===== src/rtl/stage_accum_pkg.sv =====
// Shared types and default sizing for the stage accumulator.
package stage_accum_pkg;

    typedef enum logic [1:0] {
        ST_ACC = 2'd0,
        ST_CMP = 2'd1,
        ST_RES = 2'd2
    } state_t;

    localparam int DEF_W_DATA   = 13;
    localparam int DEF_W_ACC    = 20;
    localparam int DEF_N_STAGES = 25;
    localparam int DEF_W_STAGE  = 5;

endpackage


===== src/rtl/sat_add.sv =====
// Signed W-bit adder used for the stage accumulator.
// Build option STAGE_ACCUM_SAT_EN: when defined the sum clamps at the signed
// W-bit limits; when undefined the sum wraps in two's complement.
module sat_add #(
    parameter int W = 20
) (
    input  logic signed [W-1:0] a,
    input  logic signed [W-1:0] b,
    output logic signed [W-1:0] sum
);

`ifdef STAGE_ACCUM_SAT_EN
    logic signed [W:0] wide;

    assign wide = {a[W-1], a} + {b[W-1], b};

    // Overflow shows up as the two top bits of the widened sum disagreeing;
    // the extra top bit then carries the true sign of the result.
    always_comb begin
        sum = wide[W-1:0];
        if (wide[W] != wide[W-1]) begin
            sum = wide[W] ? {1'b1, {(W-1){1'b0}}} : {1'b0, {(W-1){1'b1}}};
        end
    end
`else
    assign sum = a + b;
`endif

endmodule


===== src/rtl/stage_accum.sv =====
// Cascade stage accumulator: sums signed leaf values for one stage, compares
// the total against the stage threshold and reports pass/fail per stage.
// Build option STAGE_ACCUM_SAT_EN selects a saturating accumulate (see sat_add).
//
//   state  | meaning
//   -------+--------------------------------------------------------------
//   ST_ACC | accepting leaf beats, summing into acc until leaf_last
//   ST_CMP | waiting for the stage threshold, compare on its transfer
//   ST_RES | holding the stage result until res_ready
module stage_accum
    import stage_accum_pkg::*;
#(
    parameter int W_DATA   = DEF_W_DATA,
    parameter int W_ACC    = DEF_W_ACC,
    parameter int N_STAGES = DEF_N_STAGES,
    parameter int W_STAGE  = DEF_W_STAGE
) (
    input  logic                      clk,
    input  logic                      rst,
    input  logic                      leaf_valid,
    output logic                      leaf_ready,
    input  logic signed [W_DATA-1:0]  leaf_data,
    input  logic                      leaf_last,
    input  logic                      thr_valid,
    output logic                      thr_ready,
    input  logic signed [W_ACC-1:0]   thr_data,
    output logic                      res_valid,
    input  logic                      res_ready,
    output logic                      res_pass,
    output logic                      res_final,
    output logic [W_STAGE-1:0]        res_stage
);

    localparam logic [W_STAGE-1:0] LAST_STAGE = W_STAGE'(N_STAGES - 1);

    state_t                   state;
    logic signed [W_ACC-1:0]  acc;
    logic signed [W_ACC-1:0]  acc_next;
    logic signed [W_ACC-1:0]  leaf_ext;
    logic [W_STAGE-1:0]       stage;
    logic                     leaf_xfer;
    logic                     thr_xfer;
    logic                     res_xfer;
    logic                     pass_now;

    // Ready outputs depend on state alone so no valid-to-ready path exists.
    assign leaf_ready = (state == ST_ACC);
    assign thr_ready  = (state == ST_CMP);

    assign leaf_xfer = leaf_valid & leaf_ready;
    assign thr_xfer  = thr_valid  & thr_ready;
    assign res_xfer  = res_valid  & res_ready;

    assign leaf_ext = {{(W_ACC - W_DATA){leaf_data[W_DATA-1]}}, leaf_data};
    assign pass_now = (acc >= thr_data);

    sat_add #(
        .W (W_ACC)
    ) u_sat_add (
        .a   (acc),
        .b   (leaf_ext),
        .sum (acc_next)
    );

    // Stage FSM with the accumulator, stage counter and registered result.
    always_ff @(posedge clk) begin
        if (rst) begin
            state     <= ST_ACC;
            acc       <= '0;
            stage     <= '0;
            res_valid <= 1'b0;
            res_pass  <= 1'b0;
            res_final <= 1'b0;
            res_stage <= '0;
        end else begin
            case (state)
                ST_ACC: begin
                    if (leaf_xfer) begin
                        acc <= acc_next;
                        if (leaf_last) begin
                            state <= ST_CMP;
                        end
                    end
                end
                ST_CMP: begin
                    if (thr_xfer) begin
                        res_pass  <= pass_now;
                        res_final <= ~pass_now | (stage == LAST_STAGE);
                        res_stage <= stage;
                        res_valid <= 1'b1;
                        state     <= ST_RES;
                    end
                end
                ST_RES: begin
                    if (res_xfer) begin
                        res_valid <= 1'b0;
                        acc       <= '0;
                        stage     <= res_final ? '0 : stage + 1'b1;
                        state     <= ST_ACC;
                    end
                end
                default: begin
                    state <= ST_ACC;
                end
            endcase
        end
    end

endmodule


===== config.mk =====
export PLATFORM = sky130hd
export DESIGN_NAME = stage_accum
export DESIGN_NICKNAME = d
export VERILOG_FILES = /design/src/rtl/stage_accum_pkg.sv /design/src/rtl/sat_add.sv /design/src/rtl/stage_accum.sv
export SDC_FILE = /design/constraint.sdc
export NUM_CORES = 1
export LEC_CHECK = 0
export BUFFER_PORTS_ARGS = -buffer_cell sky130_fd_sc_hd__buf_4
export CORE_AREA = 2 2 96 98
export DETAILED_ROUTE_END_ITERATION = 8
export DIE_AREA = 0 0 98 100
export PLACE_DENSITY = 0.56
export SLEW_MARGIN = 25
export SYNTH_ARGS = -nofsm -noshare
export SYNTH_HDL_FRONTEND = slang
export SYNTH_HIERARCHICAL = 1
export SYNTH_SLANG_ARGS = --single-unit

===== constraint.sdc =====
create_clock -name clk -period 5.65 [get_ports clk]
set_input_delay 0.565 -clock clk [delete_from_list [all_inputs] [get_ports clk]]
set_output_delay 0.565 -clock clk [all_outputs]
set_load 0.005 [all_outputs]

Word-level counts from Yosys, hierarchy flattened
Cells that the tools add are included.

operators by class
  equality and inequality tests = 7
  reductions and logical operators = 8
  bitwise logic cells = 5
  add/sub/neg operators = 2
  muxes and demuxes = 12
  magnitude comparators = 1

operators by type and width
  kind                 number
  $mux 20              2
  $pmux 20 s2          1
  $add 20x13->20       1
  $ge 20x20->1         1
  $mux 2               4
  $ne 2x1->1 const B   3
  $pmux 2 s3           1
  $reduce_and 3->1     2
  $add 5x1->5 const B  1
  $eq 5x5->1 const B   1
  $mux 5               1
  $reduce_and 2->1     2
  $reduce_and 4->1     1
  $reduce_bool 2->1    2
  $and 1x1->1          3
  $eq 2x1->1 const B   1
  $eq 2x2->1 const B   1
  $logic_not 2->1      1
  $mux 1               2
  $ne 2x2->1 const B   1
  $pmux 1 s2           1
  $not 1->1            1
  $or 1x1->1           1

storage, ports and cells
  input bits = 39
  output and inout bits = 10
  word-level logic and storage cells = 42
  bits in registers = 35

Depth between registers and ports, before layout
Gate-level depths: netlist of run 1.

  word-level depth = 4
  mapped depth = 10

Cells and area by module
The synthesis of run 1 kept the hierarchy.

modules (own cells, without submodules)
  module       sequential area each (um^2)  times used  area each (um^2)  cells each
  stage_accum  700.7                        1           1999.4            249
  sat_add      0.0                          1           1001.0            132

Least setup slack after synthesis of run 1
No wires, ideal clock.

  kind = in2reg
  start = input port leaf_data[0]
  end = register acc[18]
  arrival time = 2.369 ns
  path buffers = 0
  cell stages on the path = 10
  slack = 3.153 ns
  cells stage by stage = ha_1 fa_1 a211oi_1 o21ai_1 nand4_1 nand2_1 o311a_1 nor3b_1 a21oi_1 nor2_1

on the way
  cells in the longest elaborated chain, start to end = 3

ends and longest elaborated chain
  element                 RTL line           text
  from (decl)             stage_accum.sv:22  input logic signed [W_DATA-1:0] leaf_data,
  $add 20x13->20          sat_add.sv:26      assign sum = a + b;
  named net acc_next[18]  stage_accum.sv:38  logic signed [W_ACC-1:0] acc_next;
  $mux 20                 stage_accum.sv:78  if (leaf_xfer) begin
  $pmux 20 s2             stage_accum.sv:76  case (state)
  to (signal assigned)    stage_accum.sv:79  acc <= acc_next;
  to (decl)               stage_accum.sv:37  logic signed [W_ACC-1:0] acc;

The timed path passes the listed nets, and every way through them passes these cells. The select of a mux whose other input is x is not followed.
A chain may end at the register's enable or synchronous reset.

Worst setup path in the final report of run 1
Same ends and word-level chain as after synthesis.

==> impl_metrics.env, run 1 <==
export IMPL_relSlewSlack_pct=37.9
export IMPL_synth_area_per_cell_um2=7.88
export IMPL_htreeDepth=2
export IMPL_cts_tree="built"
export IMPL_nNetsFinal=508
export IMPL_cts_hold_repair_buffers=0
export IMPL_wire_per_inst_um=13.1
export IMPL_design_die_area_um2=9800
export IMPL_die_w_um=98
export IMPL_syn_num_nets=465
export IMPL_ant_nets=0
export IMPL_fin_worst_skew_ns=0.00883
export IMPL_clkTransAtPathRegs_ns=0.08
export IMPL_critPathTopFamily="compound AO/OA/AOI/OAI gates"
export IMPL_synth_async_reset_ratio_pct=0
export IMPL_coreArea_um2=8890
export IMPL_syn2layout_area_growth_pct=19.0
export IMPL_grt_max_degree=41
export IMPL_p_comb_share_pct=63.2
export IMPL_ctsResizeCount=0
export IMPL_setup_viol=0
export IMPL_hold_violations=0
export IMPL_p_leak_uw=0.00166
export IMPL_p_int_uw=935
export IMPL_synth_edf_count=0
export IMPL_via_per_inst=5.15
export IMPL_dr_pass1_iters=4
export IMPL_drc=0
export IMPL_design_area_um2=3570
export IMPL_row_count=35
export IMPL_ys_ff_latch=35
export IMPL_ioPinCount=49
export IMPL_grt_pass1_vias=2698
export IMPL_ys_types=51
export IMPL_required_ns=5.83
export IMPL_rsz0062_at_grt="no"
export IMPL_peakVddDrop_uv=176
export IMPL_final_period_utilization_pct=44.5
export IMPL_cts_sinks=35
export IMPL_regToRegStartpoint="acc[0]"
export IMPL_post_cts_buffers=0
export IMPL_overflow=0
export IMPL_hpwl_um=5370
export IMPL_slew_viol_final=0
export IMPL_clockBufferDepth=2
export IMPL_cts_buffers=5
export IMPL_cp_max_fo=4
export IMPL_tightest_slew_ns=0.931
export IMPL_endpoint_kind="flip-flop"
export IMPL_hp_class="reg -> reg"
export IMPL_crit_type="in -> reg"
export IMPL_clkPwrFrac_pct=13.8
export IMPL_yosysWarningCount=6
export IMPL_numPortBuffers=48
export IMPL_start_util_pct=33.8
export IMPL_cp_cell_sequence="buf_4 -> ha_1 -> fa_1 -> a211oi_1 -> o21ai_1 -> nand4_1 -> nand2_1 -> o311a_1 -> nor3b_1 -> a21oi_1 -> nor2_1"
export IMPL_syn_cell_area_um2=3000
export IMPL_layout_setup_ws_ns=3.14
export IMPL_grtUsageTotal_pct=14.9
export IMPL_cts_root_buffer="clkbuf_8"
export IMPL_clock_latency_ns=0.29
export IMPL_swShare_pct=44.8
export IMPL_cp_num_buf_inv=1
export IMPL_vias=2758
export IMPL_p_total_uw=1690
export IMPL_ys_flop_type="dfxtp_1"
export IMPL_globalplace_congestion=0.831
export IMPL_status="finished, final reports clean"
export IMPL_grt_pass1_wl_um=12100
export IMPL_die_height_um=100
export IMPL_syn_inst=381
export IMPL_cpMaxStageDelayCell="fa_1"
export IMPL_arrival_ns=2.69
export IMPL_layout_drive_gt1_share_pct=16.0
export IMPL_place_ws_ns=2.83
export IMPL_num_antenna_cells=0
export IMPL_holdWs_ns=0.461
export IMPL_seq_power_share_pct=23.0
export IMPL_hp_start="res_stage[0]"
export IMPL_p_per_area_nw_per_um2=475
export IMPL_placed_area_um2=3460
export IMPL_min_period_ns=2.51
export IMPL_fillerInstances=926
export IMPL_fin_setup_tns_ns=0
export IMPL_crit_start="leaf_data[0]"
export IMPL_drv_cap=0
export IMPL_p_sw_uw=759
export IMPL_ys_seq_area_share_pct=23.4
export IMPL_max_freq_mhz=398
export IMPL_critPathMaxStageDelay_ns=0.44
export IMPL_wl_um=7020
export IMPL_drtIter0Drc=92
export IMPL_grt_antenna_before_repair=0
export IMPL_start_kind="primary input"
## layout by cell type, fill, tap and decap left out, drive strengths merged, types with 2 or more instances in the layout
cell type  count
o21ai         15
o21bai         3
buf           49
a31oi          2
dfxtp         35
nand4b         2
a22oi          2
a21oi         54
mux2i          2
a311oi         2
and3           5
a2111oi        2
nand3b         2
ha            44
a211oi         4
o311a          2
and2           3
nor2          39
nor3           2
nor3b         20
o211ai         4
clkinv         2
nand2         34
nand4          8
a21o          10
xnor2         10
xor2           9
inv           31
nand3          9
clkbuf         5
## worst reg2reg max path: cells and delay by family (launching register included)
kind	cells	cell delay, ns
DFF	1	0.33
adders and majority gates	2	0.68
AOI/OAI and AO/OA	4	0.87
and+or+nand+nor	4	0.48
## power groups by stage
stage / logic [uW] / clock network, uW / registers (uW)
floorplan: 862 / 0 / 375
global placement: 1060 / 0 / 398
detailed placement: 1070 / 0 / 397
CTS: 1070 / 246 / 392
global route: 1230 / 255 / 403
finish: 1070 / 234 / 390
## sequential cells by signal, indices dropped and copies added (netlist names)
| register | cells |
|---|---|
| acc | 20 |
| res_final | 1 |
| res_pass | 1 |
| res_stage | 5 |
| res_valid | 1 |
| stage | 5 |
| state | 2 |
## layer usage
| metal | track usage (%) | share of wire (%) | up-vias |
|---|---|---|---|
| met3 | 2.86 | 4.5 | 6 |
| met1 | 18.6 | 47 | 1257 |
| met4 | 3.85 | 1.1 | 0 |
| met2 | 26.2 | 47 | 52 |
| li1 | - | - | 1443 |
| met5 | 0 | 0 | - |
## final timing paths
| kind | to | slack (ns) | cells after the start |
|---|---|---|---|
| worst max register to register | acc[18] | 3.17 | 10 |
| worst min register to register | res_stage[0] | 0.46 | 2 |
| worst max-delay path | acc[18] | 3.14 | 11 |
| worst min-delay path | res_stage[0] | 0.46 | 2 |
## metrics by stage
step	instances	utilization [%]
final	536	40.2
after global routing	536	40.2
after CTS	536	40.2
after detailed placement	528	38.9
after global placement	528	38.9
after floorplan	381	-
## cells by family (layout without fill, tap and decap cells)
family	Yosys count	count (layout)	share of synthesized area, %
muxes	3	3	1.04
DFF	35	35	23.4
buffers and inverters	44	88	5.55
AOI/OAI and AO/OA	105	105	22.4
and+or+nand+nor	130	130	23.1
xor gates and xnor gates	19	19	5.55
adders and majority gates	45	45	19.0
## cells in the mapped netlist, types with 4 or more instances
cell | count | share of area, %
dfxtp_1 | 35 | 23
clkbuf_1 | 12 | 1.5
and3_1 | 4 | 0.83
nand3_1 | 8 | 1.3
a211oi_1 | 4 | 1.0
o21ai_0 | 10 | 1.7
nor2_1 | 39 | 4.9
ha_1 | 44 | 18
inv_1 | 31 | 3.9
a21o_1 | 10 | 2.5
o211ai_1 | 4 | 1.0
a21oi_1 | 54 | 9.0
xor2_1 | 9 | 2.6
nand2_1 | 32 | 4.0
nand4_1 | 8 | 1.7
nor3b_1 | 20 | 5.0
o21ai_1 | 4 | 0.67
xnor2_1 | 10 | 2.9
## layout make-up
class	instances	area (um^2)	share of cell area, %
clock inverters	3	43.8	1.23
flip-flops and latches	35	701	19.6
repair buffers	49	368	10.3
multi-input cells	302	2130	59.8
well taps	111	139	3.89
clock buffers	5	68.8	1.93
inverters	31	116	3.26
(Power assumes the default switching activity.)
==> run 2, diff against run 1 <==
--- a/config.mk
+++ b/config.mk
@@ -9,7 +9,7 @@
 export CORE_AREA = 2 2 96 98
 export DETAILED_ROUTE_END_ITERATION = 8
 export DIE_AREA = 0 0 98 100
-export PLACE_DENSITY = 0.56
+export PLACE_DENSITY = 0.58
 export SLEW_MARGIN = 25
 export SYNTH_ARGS = -nofsm -noshare
 export SYNTH_HDL_FRONTEND = slang
==> constraint.sdc (replaced) <==
create_clock -name clk -period 2.1 [get_ports clk]
set_input_delay 0.21 -clock clk [delete_from_list [all_inputs] [get_ports clk]]
set_output_delay 0.21 -clock clk [all_outputs]
set_load 0.005 [all_outputs]
==> run 2 against run 1 <==
The flow now finishes with violations (setup timing). Hold slack lost 0.15 ns. Sequential power grew to 2.8 times the previous value. Critical path type is now reg -> reg. Worst setup slack lost 3.2 ns. Via count grew 7.8%. Clock-buffer cell count is the same. Sequential share of layout area shrank 2.6 points. Largest cell class unchanged. Global-route usage grew 1.1 points. Register-to-register slack lost 3.2 ns.
==> impl_metrics.env, run 2 (synthesis gave the netlist of run 1 again) <==
export IMPL_crit_type="reg -> reg"
export IMPL_htreeDepth=2
export IMPL_critPathTopFamily="compound AO/OA/AOI/OAI gates"
export IMPL_endpoint_kind="flip-flop"
export IMPL_fin_setup_tns_ns=-0.295
export IMPL_coreArea_um2=8890
export IMPL_layout_setup_ws_ns=-0.0756
export IMPL_syn2layout_area_growth_pct=39.7
export IMPL_wl_um=7910
export IMPL_place_ws_ns=-0.215
export IMPL_hp_class="in -> reg"
export IMPL_ant_nets=0
export IMPL_numPortBuffers=48
export IMPL_peakVddDrop_uv=647
export IMPL_cp_cell_sequence="ha_4 -> buf_4 -> a21oi_1 -> nand2_1 -> a31oi_4 -> a21oi_2 -> o311a_1 -> nor3b_2 -> a21oi_1 -> nor2_1"
export IMPL_max_freq_mhz=460
export IMPL_clock_latency_ns=0.30
export IMPL_required_ns=2.28
export IMPL_die_height_um=100
export IMPL_critPathMaxStageDelay_ns=0.34
export IMPL_clkTransAtPathRegs_ns=0.09
export IMPL_top_register="acc"
export IMPL_relSlewSlack_pct=68.3
export IMPL_rsz0062_at_grt="yes"
export IMPL_tightest_slew_ns=0.474
export IMPL_p_per_area_nw_per_um2=1300
export IMPL_layout_common_cells="buf_4, a21oi_1, nor2_1, nand2_1, ha_1"
export IMPL_cts_buffers=5
export IMPL_violations="setup timing"
export IMPL_mostFrequentLayoutCell="buf_4"
export IMPL_nNetsFinal=556
export IMPL_status="finished, violations left"
export IMPL_drv_cap=0
export IMPL_cts_root_buffer="clkbuf_8"
export IMPL_hold_violations=0
export IMPL_start_util_pct=33.8
export IMPL_fillerInstances=877
export IMPL_cpMostUsedCell="a21oi_1"
export IMPL_wire_per_inst_um=13.5
export IMPL_dr_pass1_iters=4
export IMPL_fin_worst_skew_ns=0.00892
export IMPL_globalplace_congestion=0.881
export IMPL_setup_viol=6
export IMPL_design_die_area_um2=9800
export IMPL_regArea_um2=713
export IMPL_cts_tree="built"
export IMPL_p_leak_uw=0.00191
export IMPL_die_w_um=98
export IMPL_overflow=0
export IMPL_multiInputGateArea_um2=2380
export IMPL_grt_max_degree=41
export IMPL_cpMaxStageDelayCell="dfxtp_2"
export IMPL_min_period_ns=2.18
export IMPL_top_regs="acc x20, res_stage x5, stage x5"
export IMPL_ioPinCount=49
export IMPL_grtUsageTotal_pct=15.9
export IMPL_layout_drive_gt1_share_pct=32.8
export IMPL_arrival_ns=2.36
export IMPL_cts_sinks=35
export IMPL_cp_num_buf_inv=1
export IMPL_grt_pass1_vias=2906
export IMPL_hpwl_um=5840
export IMPL_cp_max_fo=5
export IMPL_grt_antenna_before_repair=0
export IMPL_largest_reg_flops=20
export IMPL_slew_viol_final=0
export IMPL_grt_pass1_wl_um=12900
export IMPL_vias=2974
export IMPL_via_per_inst=5.09
export IMPL_drtIter0Drc=81
export IMPL_cts_hold_repair_buffers=0
export IMPL_final_period_utilization_pct=104
export IMPL_num_antenna_cells=0
export IMPL_start_kind="flip-flop"
export IMPL_clockBufferDepth=2
export IMPL_row_count=35
export IMPL_drc=0
==> run 2: repair_timing <==
action                                  4_1_cts  5_1_grt
gates resized for setup                      26       24
pin swaps                                     8       10
buffers inserted                              2        1
endpoints found under the setup margin       10       15
==> run 2: final cells by class <==
cell class	count	share of cell area [%]
clock buffers	5	1.64
clock inverters	3	0.567
inverters	31	2.78
multi-input cells	302	56.7
flip-flops and latches	35	17.0
well taps	111	3.31
repair buffers	97	17.9
==> run 2: per-layer routing <==
layer  wire (um)  global-route usage [%]  up-vias
met2        3980                    29.1       51
met4         118                    5.77        0
met3         258                    2.92        9
met1        3550                    18.6     1381
met5           0                       0        -
li1            -                       -     1533
==> run 2: per-stage QoR <==
stage                     hold WS (ns)  instances  total power, uW  utilization (%)  area, um^2
after global placement           0.447        573             4410             43.1        3830
after detailed placement         0.451        573             4480             43.1        3830
after CTS                        0.309        583             5250             45.8        4070
after floorplan                  0.409        381             3360                -        3020
final                            0.309        584             5460             47.1        4190
after global routing             0.331        584             5970             47.1        4190
==> run 2: worst paths after layout <==
kind | startpoint | endpoint | slack (ns) | depth (start not counted)
max | acc[6] | acc[17] | -0.08 | 10
min | rst | acc[1] | 0.31 | 2
max reg2reg | acc[6] | acc[17] | -0.08 | 10
min reg2reg | res_stage[0] | res_stage[0] | 0.46 | 2
==> run 2: power breakdown <==
part / switching (uW) / internal, uW
registers: 190 / 885
logic: 1890 / 1960
clock network: 292 / 238
total: 2370 / 3090
==> run 2: worst register-to-register path, cell delays in order, from the launching register on <==
cell,delay [ns]
dfxtp_2,0.34
ha_4,0.24
buf_4,0.15
a21oi_1,0.17
nand2_1,0.14
a31oi_4,0.30
a21oi_2,0.09
o311a_1,0.32
nor3b_2,0.15
a21oi_1,0.12
nor2_1,0.05
